--- src/rtl/ps2_frame_rx.sv ---
// ============================================================================
// Module   : ps2_frame_rx
// Function : PS/2 device-to-host receiver; deframes 11-bit frames into a
//            two-byte keycode with parity/stop/timeout error pulses.
// Revision : 1.0
// ============================================================================
`default_nettype none

module ps2_frame_rx #(
    parameter int FILTER_LEN  = 4,
    parameter int TIMEOUT_CYC = 50000
) (
    input  logic        clk,
    input  logic        rstn,
    input  logic        kclk,
    input  logic        kdata,
    output logic [15:0] keycode,
    output logic        oflag,
    output logic        parity_err,
    output logic        frame_err
);

    localparam int         c_TMO_W    = $clog2(TIMEOUT_CYC + 1);
    localparam logic [3:0] c_FILT_MAX = 4'(FILTER_LEN - 1);
    localparam logic [c_TMO_W-1:0] c_TMO_MAX = c_TMO_W'(TIMEOUT_CYC - 1);

    localparam logic [1:0] c_ST_IDLE   = 2'd0;
    localparam logic [1:0] c_ST_DATA   = 2'd1;
    localparam logic [1:0] c_ST_PARITY = 2'd2;
    localparam logic [1:0] c_ST_STOP   = 2'd3;

    logic               r_kclk_s1;
    logic               r_kclk_s2;
    logic               r_kdata_s1;
    logic               r_kdata_s2;
    logic               r_kclk_filt;
    logic               r_kclk_filt_q;
    logic [3:0]         r_filt_cnt;
    logic [1:0]         r_state;
    logic [2:0]         r_bit_cnt;
    logic [7:0]         r_shreg;
    logic               r_parity;
    logic [c_TMO_W-1:0] r_tmo_cnt;
    logic [15:0]        r_keycode;
    logic               r_oflag;
    logic               r_parity_err;
    logic               r_frame_err;

    logic               w_fall;
    logic               w_timeout;
    logic [1:0]         w_state_next;
    logic               w_accept;
    logic               w_perr;
    logic               w_ferr;

    // Two-flop synchronisers; idle PS/2 lines are high, so they reset to 1.
    always_ff @(posedge clk or negedge rstn) begin
        if (!rstn) begin
            r_kclk_s1  <= 1'b1;
            r_kclk_s2  <= 1'b1;
            r_kdata_s1 <= 1'b1;
            r_kdata_s2 <= 1'b1;
        end else begin
            r_kclk_s1  <= kclk;
            r_kclk_s2  <= r_kclk_s1;
            r_kdata_s1 <= kdata;
            r_kdata_s2 <= r_kdata_s1;
        end
    end

    // Filtered clock follows the synchronised clock only after it has held
    // the new level for FILTER_LEN consecutive cycles.
    always_ff @(posedge clk or negedge rstn) begin
        if (!rstn) begin
            r_kclk_filt   <= 1'b1;
            r_kclk_filt_q <= 1'b1;
            r_filt_cnt    <= 4'd0;
        end else begin
            r_kclk_filt_q <= r_kclk_filt;
            if (r_kclk_s2 == r_kclk_filt) begin
                r_filt_cnt <= 4'd0;
            end else if (r_filt_cnt == c_FILT_MAX) begin
                r_kclk_filt <= r_kclk_s2;
                r_filt_cnt  <= 4'd0;
            end else begin
                r_filt_cnt <= r_filt_cnt + 4'd1;
            end
        end
    end

    assign w_fall    = r_kclk_filt_q & ~r_kclk_filt;
    assign w_timeout = (r_state != c_ST_IDLE) && !w_fall && (r_tmo_cnt == c_TMO_MAX);

    always_ff @(posedge clk or negedge rstn) begin
        if (!rstn) begin
            r_state <= c_ST_IDLE;
        end else begin
            r_state <= w_state_next;
        end
    end

    always_comb begin
        w_state_next = r_state;
        w_accept     = 1'b0;
        w_perr       = 1'b0;
        w_ferr       = 1'b0;
        case (r_state)
            c_ST_IDLE: begin
                if (w_fall && !r_kdata_s2) begin
                    w_state_next = c_ST_DATA;
                end
            end
            c_ST_DATA: begin
                if (w_fall && (r_bit_cnt == 3'd7)) begin
                    w_state_next = c_ST_PARITY;
                end
            end
            c_ST_PARITY: begin
                if (w_fall) begin
                    w_state_next = c_ST_STOP;
                end
            end
            c_ST_STOP: begin
                if (w_fall) begin
                    w_state_next = c_ST_IDLE;
                    // A bad stop bit outranks a parity error.
                    if (!r_kdata_s2) begin
                        w_ferr = 1'b1;
                    end else if (^{r_shreg, r_parity}) begin
                        w_accept = 1'b1;
                    end else begin
                        w_perr = 1'b1;
                    end
                end
            end
            default: begin
                w_state_next = c_ST_IDLE;
            end
        endcase
        if (w_timeout) begin
            w_state_next = c_ST_IDLE;
            w_ferr       = 1'b1;
        end
    end

    always_ff @(posedge clk or negedge rstn) begin
        if (!rstn) begin
            r_bit_cnt <= 3'd0;
            r_shreg   <= 8'h00;
            r_parity  <= 1'b0;
            r_tmo_cnt <= '0;
        end else begin
            if (w_fall && (r_state == c_ST_IDLE)) begin
                r_bit_cnt <= 3'd0;
            end else if (w_fall && (r_state == c_ST_DATA)) begin
                r_bit_cnt <= r_bit_cnt + 3'd1;
                r_shreg   <= {r_kdata_s2, r_shreg[7:1]};
            end
            if (w_fall && (r_state == c_ST_PARITY)) begin
                r_parity <= r_kdata_s2;
            end
            if ((r_state == c_ST_IDLE) || w_fall) begin
                r_tmo_cnt <= '0;
            end else begin
                r_tmo_cnt <= r_tmo_cnt + 1'b1;
            end
        end
    end

    always_ff @(posedge clk or negedge rstn) begin
        if (!rstn) begin
            r_keycode    <= 16'h0000;
            r_oflag      <= 1'b0;
            r_parity_err <= 1'b0;
            r_frame_err  <= 1'b0;
        end else begin
            r_oflag      <= w_accept;
            r_parity_err <= w_perr;
            r_frame_err  <= w_ferr;
            if (w_accept) begin
                r_keycode <= {r_keycode[7:0], r_shreg};
            end
        end
    end

    assign keycode    = r_keycode;
    assign oflag      = r_oflag;
    assign parity_err = r_parity_err;
    assign frame_err  = r_frame_err;

endmodule

`default_nettype wire

--- config.mk ---
export PLATFORM = sky130hd
export DESIGN_NAME = ps2_frame_rx
export DESIGN_NICKNAME = d
export VERILOG_FILES = /design/src/rtl/ps2_frame_rx.sv
export SDC_FILE = /design/constraint.sdc
export NUM_CORES = 1
export LEC_CHECK = 0
export CAP_MARGIN = 20
export CORE_MARGIN = 4
export CORE_UTILIZATION = 51
export CTS_CLUSTER_DIAMETER = 150
export DETAILED_ROUTE_END_ITERATION = 8
export PLACE_DENSITY = 0.75
export SLEW_MARGIN = 20
export SYNTH_ARGS = -nofsm -noshare
export SYNTH_HDL_FRONTEND = slang
export SYNTH_SLANG_ARGS = --single-unit
--- constraint.sdc ---
create_clock -name clk -period 2.1 [get_ports clk]
set_input_delay 0.63 -clock clk [delete_from_list [all_inputs] [get_ports clk]]
set_output_delay 0.63 -clock clk [all_outputs]
set_load 0.01 [all_outputs]
==> reports/metrics.yaml <==
dieArea_sq_mm: 0.00642
synth_compound_gate_area_share_pct: 3.63
synth_nets: 230
via_per_inst: 5.10
power_frac_seq_pct: 41.1
syn_area_sq_mm: 0.00265
crit-reg2reg-capture: "keycode[3]$_DFFE_PN0P_"
grt_first_pass_wirelength_um: 7910
logic_pwr_share_pct: 31.0
synthMuxAreaShare_pct: 13.2
io_pins: 23
ir_drop_v: 0.000614
status: "completed"
synth_edf_count: 0
dieHeight_um: 80.1
switching_share_pct: 31.4
setup_violations: 0
hpwlAfterDp_um: 3160
part_of_the_power_in_the_clock_network_pct: 27.9
core_area_sq_mm: 0.00488
clock_tree.root_cell: "sky130_fd_sc_hd__clkbuf_8"
end_kind: "flop"
clock_skew_ns: 0.00712
r2r_cells: 6
placement.io_buffers: 22
final-hold-violation-count: 0
detailroute.wirelength.met3_um: 179
yosysUniqueCellTypes: 34
drc: 0
cp_cell_sequence: "xnor2_1, xnor2_1, xnor2_2, mux2i_4, buf_12, mux2_2"
power.net_switching_w: 0.00112
yosys.area_share.adder_pct: 4.25
detail_route.wirelength.met1_um: 2050
synthesis.yosys.warnings: 0
report.final.slew_viol_count: 0
drt_pass1_iterations: 4
placementRows: 25
holdBufCountCts: 0
initial_antenna_violation_count: 0
clk-insertion-delay-late_ns: 0.34
cts.reportedPaths.clkPinSlew_ns: 0.06
timing.critical_path.arrival_ns: 2.22
rsz0062_at_grt: "false"
top_cell_type_s_share_of_synthesized_area_pct: 50.0
synth.cells.most_frequent: "53 x sky130_fd_sc_hd__dfrtp_1, 26 x sky130_fd_sc_hd__nor2_1, 17 x sky130_fd_sc_hd__mux2_2, 14 x sky130_fd_sc_hd__nand2_1, 13 x sky130_fd_sc_hd__xnor2_1"
cts.sinks: 59
netlist_instances: 217
critical_path_class: "reg2reg"
async_reset_ff_share_pct: 100
finalCritPeriodShare_pct: 94.7
nets: 268
vias: 1668
grt_max_degree: 23
crit_path_start_kind: "flop"
route.top_layer_used: "met4"
reg2reg_setup_slack_ns: 0.11
avgRoutedWirePerCell_um: 13.7
tritoncts: "yes"
die_x_um: 80.1
detailedRoute.firstIterationViolations: 41
p_leak_nw: 1.42
slowest_stage: "sky130_fd_sc_hd__dfrtp_1"
powerDensity_mw_per_mm2: 1110
route.final.wire_length_um: 4490
max_cap_viol_count: 0
area_fraction_in_and_or_nand_and_nor_cells_after_synthesis_pct: 13.2
holdCritPathClass: "in2async"
worst-slew-pin-transition_ns: 0.504
syn_avg_cell_area_sq_um: 12.2
cpMostUsedCell: "sky130_fd_sc_hd__xnor2_1"
cts_inserted_buffers: 9
layout-drive-gt1-share_pct: 23.5
timing.critical_path.fanout_max: 16
synth.largest_area_cell: "sky130_fd_sc_hd__dfrtp_1"
syn_to_final_growth_pct: 21.3
largest_family_of_logic_cells_by_synthesized_area: "simple AND/OR/NAND/NOR gates"
timing.critical_path.required_ns: 2.33
reg2reg_from: "r_shreg[4]$_DFFE_PN0P_"
wl_met2_um: 2130
internal_power_w: 0.00245
synth_seq_area_share_pct: 55.9
fin_setup_tns_ns: 0
postRouteAntennaNets: 0
vias_in_the_first_global_route: 1733
slew_headroom_pct: 66.2
utilization_pct: 65.9
cts_htree_levels: 3
worst_hold_slack_ns: 0.247
max_stage_delay_ns: 0.41
antenna_cells_inserted: 0
clock_tree.buffer_depth: 2
yosysMostFrequentCell: "sky130_fd_sc_hd__dfrtp_1"
synth.ff_latch_count: 59
clock.fmax_ghz: 0.503
post-route-min-period_ns: 1.99
gp_routability_congestion: 0.833
grt-ovfl-total: 0
synth.top_cells.by_area: "sky130_fd_sc_hd__dfrtp_1 50%, sky130_fd_sc_hd__mux2_2 7.2%, sky130_fd_sc_hd__dfstp_2 5.9%"
initial_core_util_pct: 54.4
globalRouteTotalUtil_pct: 16.6
synth_xor_area_share_pct: 7.88
synth_top_flop_cell: "sky130_fd_sc_hd__dfrtp_1"
## stage by stage
| step | total power (W) | instance area (sq um) | setup slack, ns | instances |
|---|---|---|---|---|
| 3_3_place_gp | 0.00251 | 3020 | 0.142 | 310 |
| 3_5_place_dp | 0.00257 | 3020 | 0.0911 | 310 |
| 4_1_cts | 0.00358 | 3210 | 0.0818 | 326 |
| 5_1_grt | 0.00382 | 3220 | 0.0134 | 327 |
| 2_1_floorplan | 0.00225 | 2650 | 0.0746 | 217 |
| 6_report | 0.00357 | 3220 | 0.111 | 327 |
## cells by family after synthesis
family	after synthesis
xor+xnor	23
flops	59
mux	27
buf+inv	9
compound gates	17
fa+ha+maj	9
simple gates	73
## worst max-delay path by stage
stage	to	startpoint	slack (ns)	depth (start not counted)
2_1_floorplan	keycode[10]$_DFFE_PN0P_	r_kclk_filt_q$_DFF_PN1_	0.07	7
3_3_place_gp	keycode[4]$_DFFE_PN0P_	r_shreg[2]$_DFFE_PN0P_	0.14	6
3_5_place_dp	keycode[0]$_DFFE_PN0P_	r_shreg[2]$_DFFE_PN0P_	0.09	6
4_1_cts	keycode[3]$_DFFE_PN0P_	r_shreg[0]$_DFFE_PN0P_	0.08	6
5_1_grt	keycode[3]$_DFFE_PN0P_	r_shreg[4]$_DFFE_PN0P_	0.01	6
6_report	keycode[3]$_DFFE_PN0P_	r_shreg[4]$_DFFE_PN0P_	0.11	6
## state kept, by name, summed over array words and instances, names as in the netlist
name / cells
frame_err: 1
r_kclk_s1: 1
keycode: 16
parity_err: 1
r_parity: 1
r_tmo_cnt: 16
r_bit_cnt: 3
r_state: 2
r_shreg: 8
r_kdata_s1: 1
oflag: 1
r_kclk_s2: 1
r_kclk_filt_q: 1
r_kclk_filt: 1
r_filt_cnt: 4
r_kdata_s2: 1
## cell usage in the layout, fill, tap and decap left out, drive strengths merged, types with 6 or more instances in the layout
| cell | Yosys | layout |
|---|---|---|
| mux2 | 26 | 26 |
| ha | 9 | 9 |
| clkdlybuf4s50 | 0 | 21 |
| buf | 2 | 10 |
| dfstp | 6 | 6 |
| o21ai | 8 | 8 |
| nand3 | 9 | 9 |
| dfrtp | 53 | 53 |
| xor2 | 9 | 9 |
| nor2 | 26 | 26 |
| xnor2 | 14 | 14 |
| nand2 | 14 | 14 |
| clkbuf | 2 | 11 |
## critical path: cells and delay by family, from the launching register on
kind | cells | cell delay, ns
xor+xnor | 3 | 0.63
buf+inv | 1 | 0.18
flops | 1 | 0.41
mux | 2 | 0.64
## layer usage
metal,global-route usage [%],up-vias
met5,0,-
li1,-,815
met1,19.3,804
met3,5.72,11
met4,10.5,0
met2,26.0,38
## power groups by stage
stage | logic (W) | registers [W] | clock network [W]
after floorplan | 0.000796 | 0.00145 | 0
after global placement | 0.00103 | 0.00148 | 0
after detailed placement | 0.00108 | 0.00149 | 0
after CTS | 0.00108 | 0.00147 | 0.00103
after global routing | 0.00124 | 0.00150 | 0.00108
final | 0.00111 | 0.00147 | 0.000998
## cell type report
class / count / area, sq um
Inverter: 5 / 18.8
Sequential cell: 59 / 1480
Clock inverter: 5 / 52.6
Tap cell: 67 / 83.8
Fill cell: 366 / 1660
Clock buffer: 11 / 141
Multi-Input combinational cell: 149 / 1120
Timing Repair Buffer: 31 / 320
## timing repair
item                                    4_1_cts  5_1_grt
resized for setup                             0        0
endpoints found under the setup margin        0        6
setup buffers                                 0        1
Power figures use the tool's default switching activity.
